--- config.mk ---
export PLATFORM = sky130hd
export DESIGN_NAME = aes_word_loader
export DESIGN_NICKNAME = d
export VERILOG_FILES = /design/src/rtl/aes_pkg.sv /design/src/rtl/aes_word_ser.sv /design/src/rtl/aes_word_loader.sv
export SDC_FILE = /design/constraint.sdc
export NUM_CORES = 1
export LEC_CHECK = 0
export CAP_MARGIN = 20
export CORE_AREA = 2 2 241 243
export DETAILED_ROUTE_END_ITERATION = 12
export DIE_AREA = 0 0 243 245
export RECOVER_POWER = 50
export SYNTH_ARGS = -nofsm -noshare
export SYNTH_HDL_FRONTEND = slang
export SYNTH_SLANG_ARGS = --single-unit
--- constraint.sdc ---
create_clock -name clk -period 2 [get_ports clk]
set_input_delay 0.4 -clock clk [delete_from_list [all_inputs] [get_ports clk]]
set_output_delay 0.4 -clock clk [all_outputs]
set_load 0.02 [all_outputs]
--- src/rtl/aes_pkg.sv ---
// rtl/aes_pkg.sv - shared types and sizes for the AES word loader
package aes_pkg;

  typedef enum logic [1:0] {
    LOAD   = 2'd0,
    START  = 2'd1,
    WAIT   = 2'd2,
    UNLOAD = 2'd3
  } loader_state_t;

  localparam int KEY_WORDS = 8;
  localparam int BLK_WORDS = 4;
  localparam int AES_BLK_W = 128;
  localparam int AES_KEY_W = 256;

endpackage

--- src/rtl/aes_word_ser.sv ---
// rtl/aes_word_ser.sv - 128-bit block to 4x32-bit word serialiser with valid/ready
module aes_word_ser
  import aes_pkg::*;
#(
  parameter int WORD_W = 32
) (
  input  logic                 clk,
  input  logic                 reset,
  input  logic                 load,
  input  logic [AES_BLK_W-1:0] ct,
  output logic                 out_valid,
  input  logic                 out_ready,
  output logic [WORD_W-1:0]    out_data,
  output logic                 last
);

  logic [AES_BLK_W-1:0] ct_reg;
  logic [1:0]           out_cnt;

  // Word select comes straight from the held block, so data cannot move while stalled.
  assign out_data = ct_reg[AES_BLK_W - 1 - WORD_W * int'(out_cnt) -: WORD_W];
  assign last     = out_valid && out_ready && (out_cnt == 2'(BLK_WORDS - 1));

  // Capture the block on load, then advance one word per handshake until all four leave.
  always_ff @(posedge clk) begin
    if (reset) begin
      ct_reg    <= '0;
      out_cnt   <= '0;
      out_valid <= 1'b0;
    end else if (load) begin
      ct_reg    <= ct;
      out_cnt   <= '0;
      out_valid <= 1'b1;
    end else if (out_valid && out_ready) begin
      out_cnt <= out_cnt + 2'd1;
      if (out_cnt == 2'(BLK_WORDS - 1)) begin
        out_valid <= 1'b0;
      end
    end
  end

endmodule

--- src/rtl/aes_word_loader.sv ---
// rtl/aes_word_loader.sv - word-serial key/plaintext loader and ciphertext unloader for the AES core
module aes_word_loader
  import aes_pkg::*;
#(
  parameter int WORD_W = 32
) (
  input  logic                 clk,
  input  logic                 reset,
  input  logic                 key_valid,
  output logic                 key_ready,
  input  logic [WORD_W-1:0]    key_data,
  input  logic                 in_valid,
  output logic                 in_ready,
  input  logic [WORD_W-1:0]    in_data,
  output logic                 out_valid,
  input  logic                 out_ready,
  output logic [WORD_W-1:0]    out_data,
  output logic                 aes_start,
  output logic [AES_BLK_W-1:0] aes_plaintext,
  output logic [AES_KEY_W-1:0] aes_key,
  input  logic [AES_BLK_W-1:0] aes_ciphertext,
  input  logic                 aes_done,
  output logic                 busy
);

  loader_state_t state;
  logic [2:0]    key_cnt;
  logic [1:0]    pt_cnt;
  logic          key_loaded;
  logic          key_hs;
  logic          pt_hs;
  logic          ser_load;
  logic          ser_last;

  // Keys are only taken between blocks; a pending key word beats the start of a new block.
  assign key_ready = !reset && (state == LOAD) && (pt_cnt == 2'd0);
  assign in_ready  = !reset && (state == LOAD) && key_loaded && !(key_valid && (pt_cnt == 2'd0));
  assign key_hs    = key_valid && key_ready;
  assign pt_hs     = in_valid && in_ready;
  assign ser_load  = (state == WAIT) && aes_done;

  aes_word_ser #(
    .WORD_W(WORD_W)
  ) u_ser (
    .clk      (clk),
    .reset    (reset),
    .load     (ser_load),
    .ct       (aes_ciphertext),
    .out_valid(out_valid),
    .out_ready(out_ready),
    .out_data (out_data),
    .last     (ser_last)
  );

  // Control FSM: gather key and block words, kick the core, wait for it, drain the result.
  always_ff @(posedge clk) begin
    if (reset) begin
      state         <= LOAD;
      key_cnt       <= '0;
      pt_cnt        <= '0;
      key_loaded    <= 1'b0;
      aes_key       <= '0;
      aes_plaintext <= '0;
      aes_start     <= 1'b0;
      busy          <= 1'b0;
    end else begin
      aes_start <= 1'b0;
      case (state)
        LOAD: begin
          if (key_hs) begin
            aes_key    <= {aes_key[AES_KEY_W-WORD_W-1:0], key_data};
            key_cnt    <= key_cnt + 3'd1;
            // Any word but the last leaves the key incomplete, so a rewrite blocks plaintext.
            key_loaded <= (key_cnt == 3'(KEY_WORDS - 1));
          end
          if (pt_hs) begin
            aes_plaintext <= {aes_plaintext[AES_BLK_W-WORD_W-1:0], in_data};
            pt_cnt        <= pt_cnt + 2'd1;
            if (pt_cnt == 2'(BLK_WORDS - 1)) begin
              state     <= START;
              aes_start <= 1'b1;
              busy      <= 1'b1;
            end
          end
        end
        START: begin
          state <= WAIT;
        end
        WAIT: begin
          if (aes_done) begin
            state <= UNLOAD;
          end
        end
        UNLOAD: begin
          if (ser_last) begin
            state <= LOAD;
            busy  <= 1'b0;
          end
        end
        default: begin
          state <= LOAD;
        end
      endcase
    end
  end

endmodule

==> results.md, run 1 <==
- Outcome: finished with violations
- Failing checks: setup timing
- Final Hold Slack: 0.310 ns
- Family with the most delay on the worst path: multiplexers
- Post-layout min period: 2.38 ns
- Hold depth: 4
- Synth Warn #: 0
- CTS Root Cell: clkbuf_16
- Die span in y: 245 microns
- Static Leakage: 11.3 nW
- CTS H-tree lvls: 2
- Port Buffers: 618
- I/O pins: 619
- Hold EP: state[1]
- CP Cell Sequence: buf_12, buf_8, mux4_2, buf_6
- Largest family of logic cells by synthesized area: simple AND/OR/NAND/NOR gates
- Layout Skew: 0.0121 ns
- Met3 wire len: 6220 microns
- Worst hold start: reset
- Buf+Inv Stages, Crit Path: 3
- Max-slew violations: 0
- Max Clk Rate: 0.420 GHz
- RSZ-0062 raised after global routing: true
- Max-slew headroom at the worst pin: 9.52%
- Row cnt: 88
- CP endpoint kind: output port
- Reg2reg end: aes_key[23]
- Post-Synth XOR/XNOR Area: 0.134%
- Clk sinks: 525
- Dpl cells: 3,601
- Worst EP arrival: 1.98 ns
- GR Overflow Total: 0
- CP Launch Type: register
- Layout cells sized above 1: 8.43%
- Pwr dens: 829 nW/um^2
- GRT Util Overall: 21.6%
- Flops & latches, synth: 525
- Hold Crit Class: primary input to register
- Slowest-stage cell, CP: mux4_2
- Syn Inst Count: 2,337
- Wire per inst: 17.9 microns
- CTS buffer count: 57
- Max reg flops: 256
- Antenna Violating Nets Remaining: 0
- WP data required: 1.60 ns
- Critical R2R Launch: state[0]
- Crit Path Max Fanout: 5
- Die Area: 59,500 sq um
- Adder-Cell Fraction of Synth Area: 0.509%
- CTS clk-pin slew, worst paths: 0.06 ns
- Syn Nets: 2,543
- Final Hold Viols: 0
- Final Cycle Share: 119%
- Max cap viols: 0
- CTS tree: yes
- Reg2Reg Setup Slack: -0.21 ns
- Largest net degree at the start of global routing: 277
- Crit Path Class: register to output port
- Met2 routed WL: 32,200 microns
- Initial core utilization: 34.5%
- Most common cell after layout, fill and taps aside: nand2_1
- Critical path depth in cells: 4
- DR vias/cell: 4.70
- Clk buf depth: 3
- Antenna violations before repair: 6
- Most frequent cells in the layout: 775 x nand2_1, 521 x dfxtp_1, 346 x dlygate4sd2_1
- Initial DRC count: 973
- Area Growth Syn to Fin: 44.2%
- Post-synthesis mux area share: 3.77%
- Post-Synth Simple-Gate Area: 23.7%
- DR top layer: met5
- M1 wire length: 26,000 microns
- Routed WL: 66,600 microns
- Reg2Reg Depth: 8
- Final instance area: 28,300 sq um
- Residual DRC: 0
- Nets: 3,112
- Hold Buf Count CTS: 0
- Core area: 57,000 sq um
- Final Core Density: 49.7%
- Mapped Area: 19,700 sq um
- Clk_lat worst skew: 0.61 ns
- Pwr Total: 23.5 mW
- Worst Slack Setup Final: -0.381 ns
- DP Area: 26,700 sq um
- HPWL Detailed: 47,500 microns
- Post-synthesis cell type count: 33
- Syn avg cell area: 8.41 sq um
- Vias in the first global route: 17,300
- GP Congestion: 0.919
- Synth Area in Compound Gates: 13.4%
- Die W: 243 microns
- Final setup violation count: 255
- Sequential-to-total area share from yosys stat: 53.5%
- Worst path max stage delay: 0.57 ns
- Worst slew pin tran: 1.36 ns
- Via Count: 17,500
- Fin cells: 3,723
- Peak supply drop: 0.577 mV
- Pre-antenna DRT Iters: 5
- Global-route wire length before repair: 101,000 microns
## metrics by stage
stage | TNS, ns | setup slack, ns
3_3_place_gp | -2.00 | -0.169
6_report | -26.76 | -0.381
3_5_place_dp | -2.71 | -0.161
5_1_grt | -81.36 | -0.439
2_1_floorplan | 0 | 0.215
4_1_cts | -11.99 | -0.418
## how the worst max path moves through the flow
stage | from | endpoint | slack [ns]
after floorplan | u_ser.out_cnt[0] | out_data[0] | 0.21
after global placement | key_valid | in_ready | -0.17
after detailed placement | key_valid | in_ready | -0.16
after CTS | u_ser.out_cnt[0] | out_data[2] | -0.42
after global routing | u_ser.out_cnt[0] | out_data[2] | -0.44
final | u_ser.out_cnt[0] | out_data[2] | -0.38
## logic make-up (layout without fill, tap and decap cells)
| kind of cell | count (synthesis) | after routing |
|---|---|---|
| multiplexers | 34 | 34 |
| adder cells (fa/ha/maj) | 8 | 8 |
| other | 0 | 5 |
| AO/OA/AOI/OAI | 522 | 522 |
| XOR/XNOR | 3 | 3 |
| AND/OR/NAND/NOR | 1057 | 1057 |
| buffers and inverters | 188 | 804 |
| flip-flops | 525 | 525 |
## tightest hold or removal path, cell delays in order
cell	delay [ns]
buf_8	0.11
nand4b_1	0.12
a222oi_1	0.10
mux2i_1	0.14
## what timing repair did
item                                    in CTS  in global routing
cloned                                       3                  0
endpoints found under the setup margin     380                 55
setup buffers                                8                  2
resized for setup                          578                 22
pin swaps                                    3                  4
## synthesized netlist by cell type
library cell  instances  area share, %
nand2_1             776             15
dfxtp_1             525             53
nand2b_1            261            8.3
a21oi_1             258            6.6
o21ai_1             201            5.1
clkbuf_1            107            2.0
o21ai_0              58            1.5
mux4_2               32            3.7
buf_2                24           0.61
buf_6                23            1.3
buf_4                16           0.61
ha_1                  8           0.51
buf_1                 7           0.13
inv_1                 6           0.11
clkbuf_2              4           0.10
nand3_1               4           0.10
nor2_1                4          0.076
and2_1                3          0.095
and3_1                2          0.064
mux2i_1               2           0.10
nand4_1               2          0.064
nor3_1                2          0.051
xor2_1                2          0.089
a211oi_1              1          0.038
a21boi_2              1          0.057
a222oi_1              1          0.051
buf_8                 1          0.076
nand3b_1              1          0.038
nand4b_1              1          0.045
nor2b_4               1          0.070
o211ai_1              1          0.038
o21a_1                1          0.038
xnor2_1               1          0.045
## power by group
group / switching, mW / internal (mW) / total [mW] / leakage (nW)
clock network: 4.36 / 7.14 / 11.5 / 1.01
logic: 0.654 / 0.648 / 1.30 / 6.09
registers: 0.108 / 10.6 / 10.7 / 4.24
## metal layers
metal  global-route usage [%]  vias to the layer above
li1                         -                     8730
met1                     24.6                     8149
met2                     37.0                      520
met3                     8.12                      106
met4                     7.40                        2
met5                        0                        -
## final cells by class
type | count | area [sq um]
Fill cell | 5574 | 28700
Tap cell | 765 | 957
Timing Repair Buffer | 692 | 6540
Multi-Input combinational cell | 1624 | 8220
Clock inverter | 25 | 415
Inverter | 6 | 22.5
Sequential cell | 525 | 10500
Clock buffer | 81 | 1650
Antenna cell | 5 | 12.5
Note: power is estimated with default switching activity, not from simulation.
==> inputs of run 2 (changes only) <==
--- a/config.mk
+++ b/config.mk
@@ -5,11 +5,13 @@
 export SDC_FILE = /design/constraint.sdc
 export NUM_CORES = 1
 export LEC_CHECK = 0
+export ABC_AREA = 1
 export CAP_MARGIN = 20
-export CORE_AREA = 2 2 241 243
+export CORE_AREA = 2 2 243 245
 export DETAILED_ROUTE_END_ITERATION = 12
-export DIE_AREA = 0 0 243 245
+export DIE_AREA = 0 0 245 247
 export RECOVER_POWER = 50
+export SETUP_SLACK_MARGIN = 0.2
 export SYNTH_ARGS = -nofsm -noshare
 export SYNTH_HDL_FRONTEND = slang
 export SYNTH_SLANG_ARGS = --single-unit
==> results.md, run 2 <==
- Outcome: finished with violations
- Failing checks: setup timing
- Area leader, netlist: dfxtp_1
- Initial core utilization: 31.8% (-2.7 points)
- Fin cells: 3,710 (-0.35%)
- DR vias/cell: 4.89 (+4.0%)
- Die W: 245 microns (+0.82%)
- Reg2reg end: u_ser.out_cnt[1]
- Clk sinks: 525 (unchanged)
- Final Cycle Share: 108% (-11 points)
- Nets: 3,096 (-0.51%)
- Layout Skew: 0.0198 ns (+0.00769 ns)
- Pre-antenna DRT Iters: 5 (unchanged)
- Layout cells sized above 1: 12.5% (+4.0 points)
- Syn Nets: 2,462 (-3.2%)
- Peak supply drop: 0.588 mV (+1.8%)
- CTS tree: yes
- Worst hold start: key_data[14]
- Worst slew pin tran: 0.616 ns (-0.741 ns)
- Vias in the first global route: 17,700 (+2.5%)
- Reg2Reg Setup Slack: -0.01 ns (+0.20 ns)
- Dpl cells: 3,557 (-1.2%)
- Ys flop type: dfxtp_1
- Antenna Violating Nets Remaining: 0 (unchanged)
- Area Growth Syn to Fin: 54.9%
- Port Buffers: 618 (unchanged)
- Post-synth EDFFs: 0 (unchanged)
- Mapped Area: 18,500 sq um (-5.9%)
- GR Overflow Total: 0 (unchanged)
- Post-layout min period: 2.17 ns (-0.215 ns)
- Syn Inst Count: 2,256 (-3.5%)
- HPWL Detailed: 48,800 microns (+2.8%)
- Synth area leaders: dfxtp_1 57%, o21ai_0 10%, nor2_1 9.2%
- Max-slew violations: 0 (unchanged)
- Crit Path Max Fanout: 7 (+2)
- CP endpoint kind: output port
- Max reg flops: 256 (unchanged)
- Most common cell after layout, fill and taps aside: dfxtp_1
- Row cnt: 89 (+1.1%)
- Via Count: 18,100 (+3.6%)
- Syn avg cell area: 8.20 sq um (-2.5%)
- DP Area: 25,900 sq um (-2.8%)
- Post-synthesis cell type count: 23 (-30%)
- Synth Warn #: 0 (unchanged)
- Crit Path Class: register to output port
- I/O pins: 619 (unchanged)
- Worst EP arrival: 1.77 ns (-0.21 ns)
- Final instance area: 28,700 sq um (+1.1%)
- Max-slew headroom at the worst pin: 58.9% (+49 points)
- Post-Place Worst Slack: -0.372 ns (-0.211 ns)
- Final Core Density: 49.2% (-0.47 points)
- Async S/R FF share, synth: 0% (unchanged)
- Reg2Reg Depth: 9 (+1)
- Clk_lat worst skew: 0.60 ns (about the same)
- Initial DRC count: 987 (+1.4%)
- Most frequent cells in the layout: 519 x dfxtp_1, 431 x nor2_1, 334 x dlygate4sd2_1
- Max Clk Rate: 0.462 GHz (+9.9%)
- Synth top area share: 56.8% (+3.3 points)
- CTS Root Cell: clkbuf_16
- Flops & latches, synth: 525 (unchanged)
- GP Congestion: 0.880 (-4.2%)
- CP Launch Type: register
- Worst Slack Setup Final: -0.166 ns (+0.215 ns)
- Top cells by count, synth: 525 x dfxtp_1, 454 x nor2_1, 385 x o21ai_0, 241 x inv_1, 224 x o22ai_1
- Routed WL: 72,100 microns (+8.3%)
- GRT Util Overall: 21.8% (+0.24 points)
- Max cap viols: 0 (unchanged)
- Sequential-to-total area share from yosys stat: 56.8% (+3.3 points)
- Global-route wire length before repair: 103,000 microns (+2.6%)
- Die span in y: 247 microns (+0.82%)
- WP data required: 1.60 ns (about the same)
- Final setup violation count: 36 (-86%)
- Most frequent cell after synthesis: dfxtp_1
- Static Leakage: 12.2 nW (+7.9%)
- Clk buf depth: 3 (unchanged)
- CTS clk-pin slew, worst paths: 0.06 ns (about the same)
- CTS buffer count: 57 (unchanged)
- Pwr dens: 812 nW/um^2 (-2.1%)
- Hold depth: 3 (-1)
- RSZ-0062 raised after global routing: true
- Critical R2R Launch: state[0]
- Antenna violations before repair: 1 (-5)
- Die Area: 60,500 sq um (+1.6%)
- Wire per inst: 19.4 microns (+8.7%)
- Final Hold Slack: 0.359 ns (+0.0483 ns)
- Core area: 58,200 sq um (+2.1%)
- Hold EP: aes_key[14]
- Largest net degree at the start of global routing: 129 (-53%)
- CTS H-tree lvls: 2 (unchanged)
- Final Hold Viols: 0 (unchanged)
- Residual DRC: 0 (unchanged)
- Hold Crit Class: primary input to register
-- run 2: changes by cell type after synthesis, moves of 33 or more --
cell	before	now
nand2_1	776	57
nor2_1	4	454
o21ai_0	58	385
nand2b_1	261	0
inv_1	6	241
o22ai_1	0	224
o21ai_1	201	3
a21oi_1	258	133
nand3_1	4	37
-- run 2: logic make-up (layout without fill, tap and decap cells) --
family	Yosys count	count (layout)	share of synthesized area (%)
and+or+nand+nor	555	556	11.7
adders and majority gates	8	8	0.541
other	0	2	0
buffers and inverters	421	1099	9.24
DFF	525	525	56.8
AOI/OAI and AO/OA	747	747	21.7
-- run 2: area by class of cell --
cell class                 count  area [sq um]
clock inverter                27           330
inverter                     242           918
antenna                        2          5.00
tap                          773           967
sequential                   525         10500
multi-input combinational   1311          6740
clock buffer                  77          1640
fill                        5618         29600
timing repair buffer         753          7530
-- run 2: how the worst max path moves through the flow --
stage	from	cells after the start	end	slack, ns
after floorplan	u_ser.out_cnt[0]	5	out_data[0]	0.26
after global placement	reset	5	in_ready	-0.41
after detailed placement	reset	5	in_ready	-0.37
after CTS	u_ser.out_cnt[0]	6	out_data[5]	-0.19
after global routing	u_ser.out_cnt[1]	6	out_data[18]	-0.22
final	u_ser.out_cnt[0]	6	out_data[17]	-0.17
-- run 2: stage by stage --
step / setup TNS, ns / power (mW)
after floorplan: 0 / 11.5
after global placement: -70.93 / 12.4
after detailed placement: -75.46 / 12.4
after CTS: -5.21 / 23.5
after global routing: -38.52 / 24.1
final: -3.95 / 23.3
-- run 2: what timing repair did --
| item | 4_1_cts | 5_1_grt |
|---|---|---|
| buffers inserted | 14 | 12 |
| pin swaps | 15 | 24 |
| cloned | 6 | 15 |
| setup endpoints to repair | 597 | 360 |
| hold buffers | 0 | 0 |
| resized for setup | 718 | 165 |
-- run 2: report_power, final --
| group | total, mW | switching (mW) | leakage [nW] | internal (mW) |
|---|---|---|---|---|
| logic | 1.58 | 0.844 | 7.01 | 0.732 |
| registers | 10.6 | 0.0638 | 4.24 | 10.6 |
| clock network | 11.0 | 4.40 | 0.980 | 6.65 |
| total | 23.3 | 5.31 | 12.2 | 18.0 |
-- run 2: per-layer routing --
metal / track usage (%) / share of wire [%]
met1: 24.3 / 38
met2: 38.0 / 49
met3: 7.63 / 9.4
met4: 8.64 / 3.7
met5: 0 / 0
-- run 2: worst max-delay path, stage by stage, from the launching register on --
cell	delay [ns]
dfxtp_4	0.39
inv_4	0.06
buf_12	0.15
clkbuf_16	0.16
nor2_2	0.14
o22ai_2	0.11
buf_4	0.16
==> inputs of run 3 (changes only) <==
--- a/config.mk
+++ b/config.mk
@@ -7,9 +7,9 @@
 export LEC_CHECK = 0
 export ABC_AREA = 1
 export CAP_MARGIN = 20
-export CORE_AREA = 2 2 243 245
+export CORE_AREA = 3 3 237 239
 export DETAILED_ROUTE_END_ITERATION = 12
-export DIE_AREA = 0 0 245 247
+export DIE_AREA = 0 0 240 242
 export RECOVER_POWER = 50
 export SETUP_SLACK_MARGIN = 0.2
 export SYNTH_ARGS = -nofsm -noshare
==> results.md, run 3 (synthesis gave the netlist of run 2 again) <==
- CTS Root Cell: clkbuf_16
- CP Launch Type: register
- Layout Skew: 0.0206 ns (+0.000792 ns)
- Die span in y: 242 microns (-2.0%)
- Family with the most delay on the worst path: buffers and inverters
- CP endpoint kind: output port
- Slowest-stage cell, CP: dfxtp_4
- DP Area: 26,100 sq um (+0.77%)
- Global-route wire length before repair: 105,000 microns (+1.3%)
- GR Overflow Total: 0 (unchanged)
- Fill count: 5,024 (-11%)
- Worst Slack Setup Final: -0.179 ns (-0.0132 ns)
- Largest net degree at the start of global routing: 129 (unchanged)
- Vias in the first global route: 17,700 (-0.17%)
- CTS clk-pin slew, worst paths: 0.06 ns (about the same)
- Register area: 10,500 sq um (about the same)
- Crit Path Max Fanout: 8 (+1)
- Most common cell after layout, fill and taps aside: dfxtp_1
- Final instance area: 29,400 sq um (+2.7%)
- Max Clk Rate: 0.459 GHz (-0.61%)
- Nets: 3,114 (+0.58%)
- Most frequent cells in the layout: 521 x dfxtp_1, 441 x nor2_1, 332 x o21ai_0
- Pwr Total: 22.7 mW (-2.6%)
- Antenna violations before repair: 3 (+2)
- Final Hold Slack: 0.360 ns (+0.00127 ns)
- DR vias/cell: 5.03 (+2.9%)
- CP Cell Sequence: buf_12, buf_8, buf_6, o21ai_1, o22ai_2, buf_6
- Crit Path Class: register to output port
- Worst EP arrival: 1.78 ns (about the same)
- Global routing's busiest layer: met2
- Core area: 54,000 sq um (-7.2%)
- Post-Place Worst Slack: -0.464 ns (-0.0921 ns)
- Port Buffers: 618 (unchanged)
- Layout cells sized above 1: 16.2% (+3.7 points)
- Buf+Inv Stages, Crit Path: 4 (unchanged)
- Wire per inst: 20.7 microns (+6.4%)
- Residual DRC: 0 (unchanged)
- Max-slew violations: 0 (unchanged)
- Initial core utilization: 34.2% (+2.5 points)
- Clk_lat worst skew: 0.61 ns (about the same)
- CP dominant cell by count: buf_6
- Met3 Usage GRT: 7.87% (+0.24 points)
- Pre-antenna DRT Iters: 7 (+2)
- Static Leakage: 12.4 nW (+1.7%)
- CTS buffer count: 56 (-1.8%)
- HPWL Detailed: 50,200 microns (+2.8%)
- Die Area: 58,100 sq um (-4.0%)
- Max-slew headroom at the worst pin: 28.3% (-31 points)
- Row cnt: 85 (-4.5%)
- Peak supply drop: 0.579 mV (-1.5%)
- Final setup violation count: 146 (+310%)
- Final Cycle Share: 109% (+0.66 points)
- Clk sinks: 525 (unchanged)
- Final Hold Viols: 0 (unchanged)
- Via Count: 18,400 (+1.2%)
- Post-layout min period: 2.18 ns (+0.0132 ns)
- Worst path max stage delay: 0.37 ns (-0.02 ns)
- Outcome: finished with violations
- GP Congestion: 0.890 (+1.1%)
- Failing checks: setup timing
- Max reg flops: 256 (unchanged)
- CTS H-tree lvls: 2 (unchanged)
- Clk buf depth: 3 (unchanged)
- Max cap viols: 0 (unchanged)
- Antenna Violating Nets Remaining: 0 (unchanged)
- GRT Util Overall: 22.8% (+0.95 points)
- Worst slew pin tran: 1.08 ns (+0.460 ns)
- Pwr dens: 770 nW/um^2 (-5.1%)
- I/O pins: 619 (unchanged)
- Area Growth Syn to Fin: 59.0%
- Die W: 240 microns (-2.0%)
- Hold Crit Class: primary input to register
- Initial DRC count: 1,066 (+8.0%)
- Multi-input gate area: 7250 sq um (+7.5%)
- GR met2 Demand/Resource: 39.9% (+1.9 points)
- Routed WL: 75,400 microns (+4.6%)
- RSZ-0062 raised after global routing: true
- CTS tree: yes
- WP data required: 1.60 ns (about the same)
- Met1 GRT Util: 25.9% (+1.5 points)
==> run 3: cell types whose count changed in the layout (fill, tap and decap cells not counted), sizes merged, moves of 2 or more <==
cell / change
bufinv: -4
clkdlybuf4s25: -3
buf: +18
clkinv: -2
dlygate4sd2: -8
clkdlybuf4s15: -4
inv: -3
clkbuf: +22
==> run 3: repair_timing <==
action / 4_1_cts / 5_1_grt
setup buffers: 13 / 8
endpoints found under the setup margin: 752 / 244
cloned: 2 / 32
pin swaps: 15 / 34
hold buffers: 0 / 0
gates resized for setup: 720 / 286
==> run 3: stage by stage <==
stage,utilization [%],TNS [ns],instances
6_report,54.5,-10.20,3648
5_1_grt,54.5,-35.66,3648
4_1_cts,51.6,-5.00,3605
3_5_place_dp,48.4,-94.29,3491
3_3_place_gp,48.4,-86.53,3491
2_1_floorplan,-,0,2256
==> run 3: path summary, 6_finish.rpt <==
| kind | from | endpoint | slack [ns] | cells past startpoint |
|---|---|---|---|---|
| hold reg to reg | busy | busy | 0.44 | 2 |
| setup / recovery | u_ser.out_cnt[0] | out_data[30] | -0.18 | 6 |
| setup reg to reg | state[0] | aes_key[74] | -0.12 | 9 |
| hold / removal | key_data[12] | aes_key[12] | 0.36 | 3 |
==> run 3: worst min-delay path, stage by stage <==
cell and delay (ns):
clkdlybuf4s50_1 0.40, nand2_1 0.06, o21ai_1 0.05
==> run 3: where the power goes <==
group / internal [mW] / switching (mW) / total, mW
Clock: 6.04 / 4.27 / 10.3
Combinational: 0.801 / 0.900 / 1.70
Sequential: 10.6 / 0.0653 / 10.6
==> run 3: cell type report <==
class	count	area share, %
clock inverters	17	0.604
inverters	242	3.19
repair buffers	773	27.3
clock buffers	82	5.58
flip-flops and latches	525	35.7
multi-input cells	1310	24.6
well taps	696	2.96
diodes	3	0.0255
==> run 3: layer usage <==
metal	part of all wire, %	up-vias	routed length (microns)
li1	-	8815	-
met1	38	8745	28800
met2	49	646	37200
met4	3.5	0	2650
met3	9.0	151	6790
met5	0	-	0
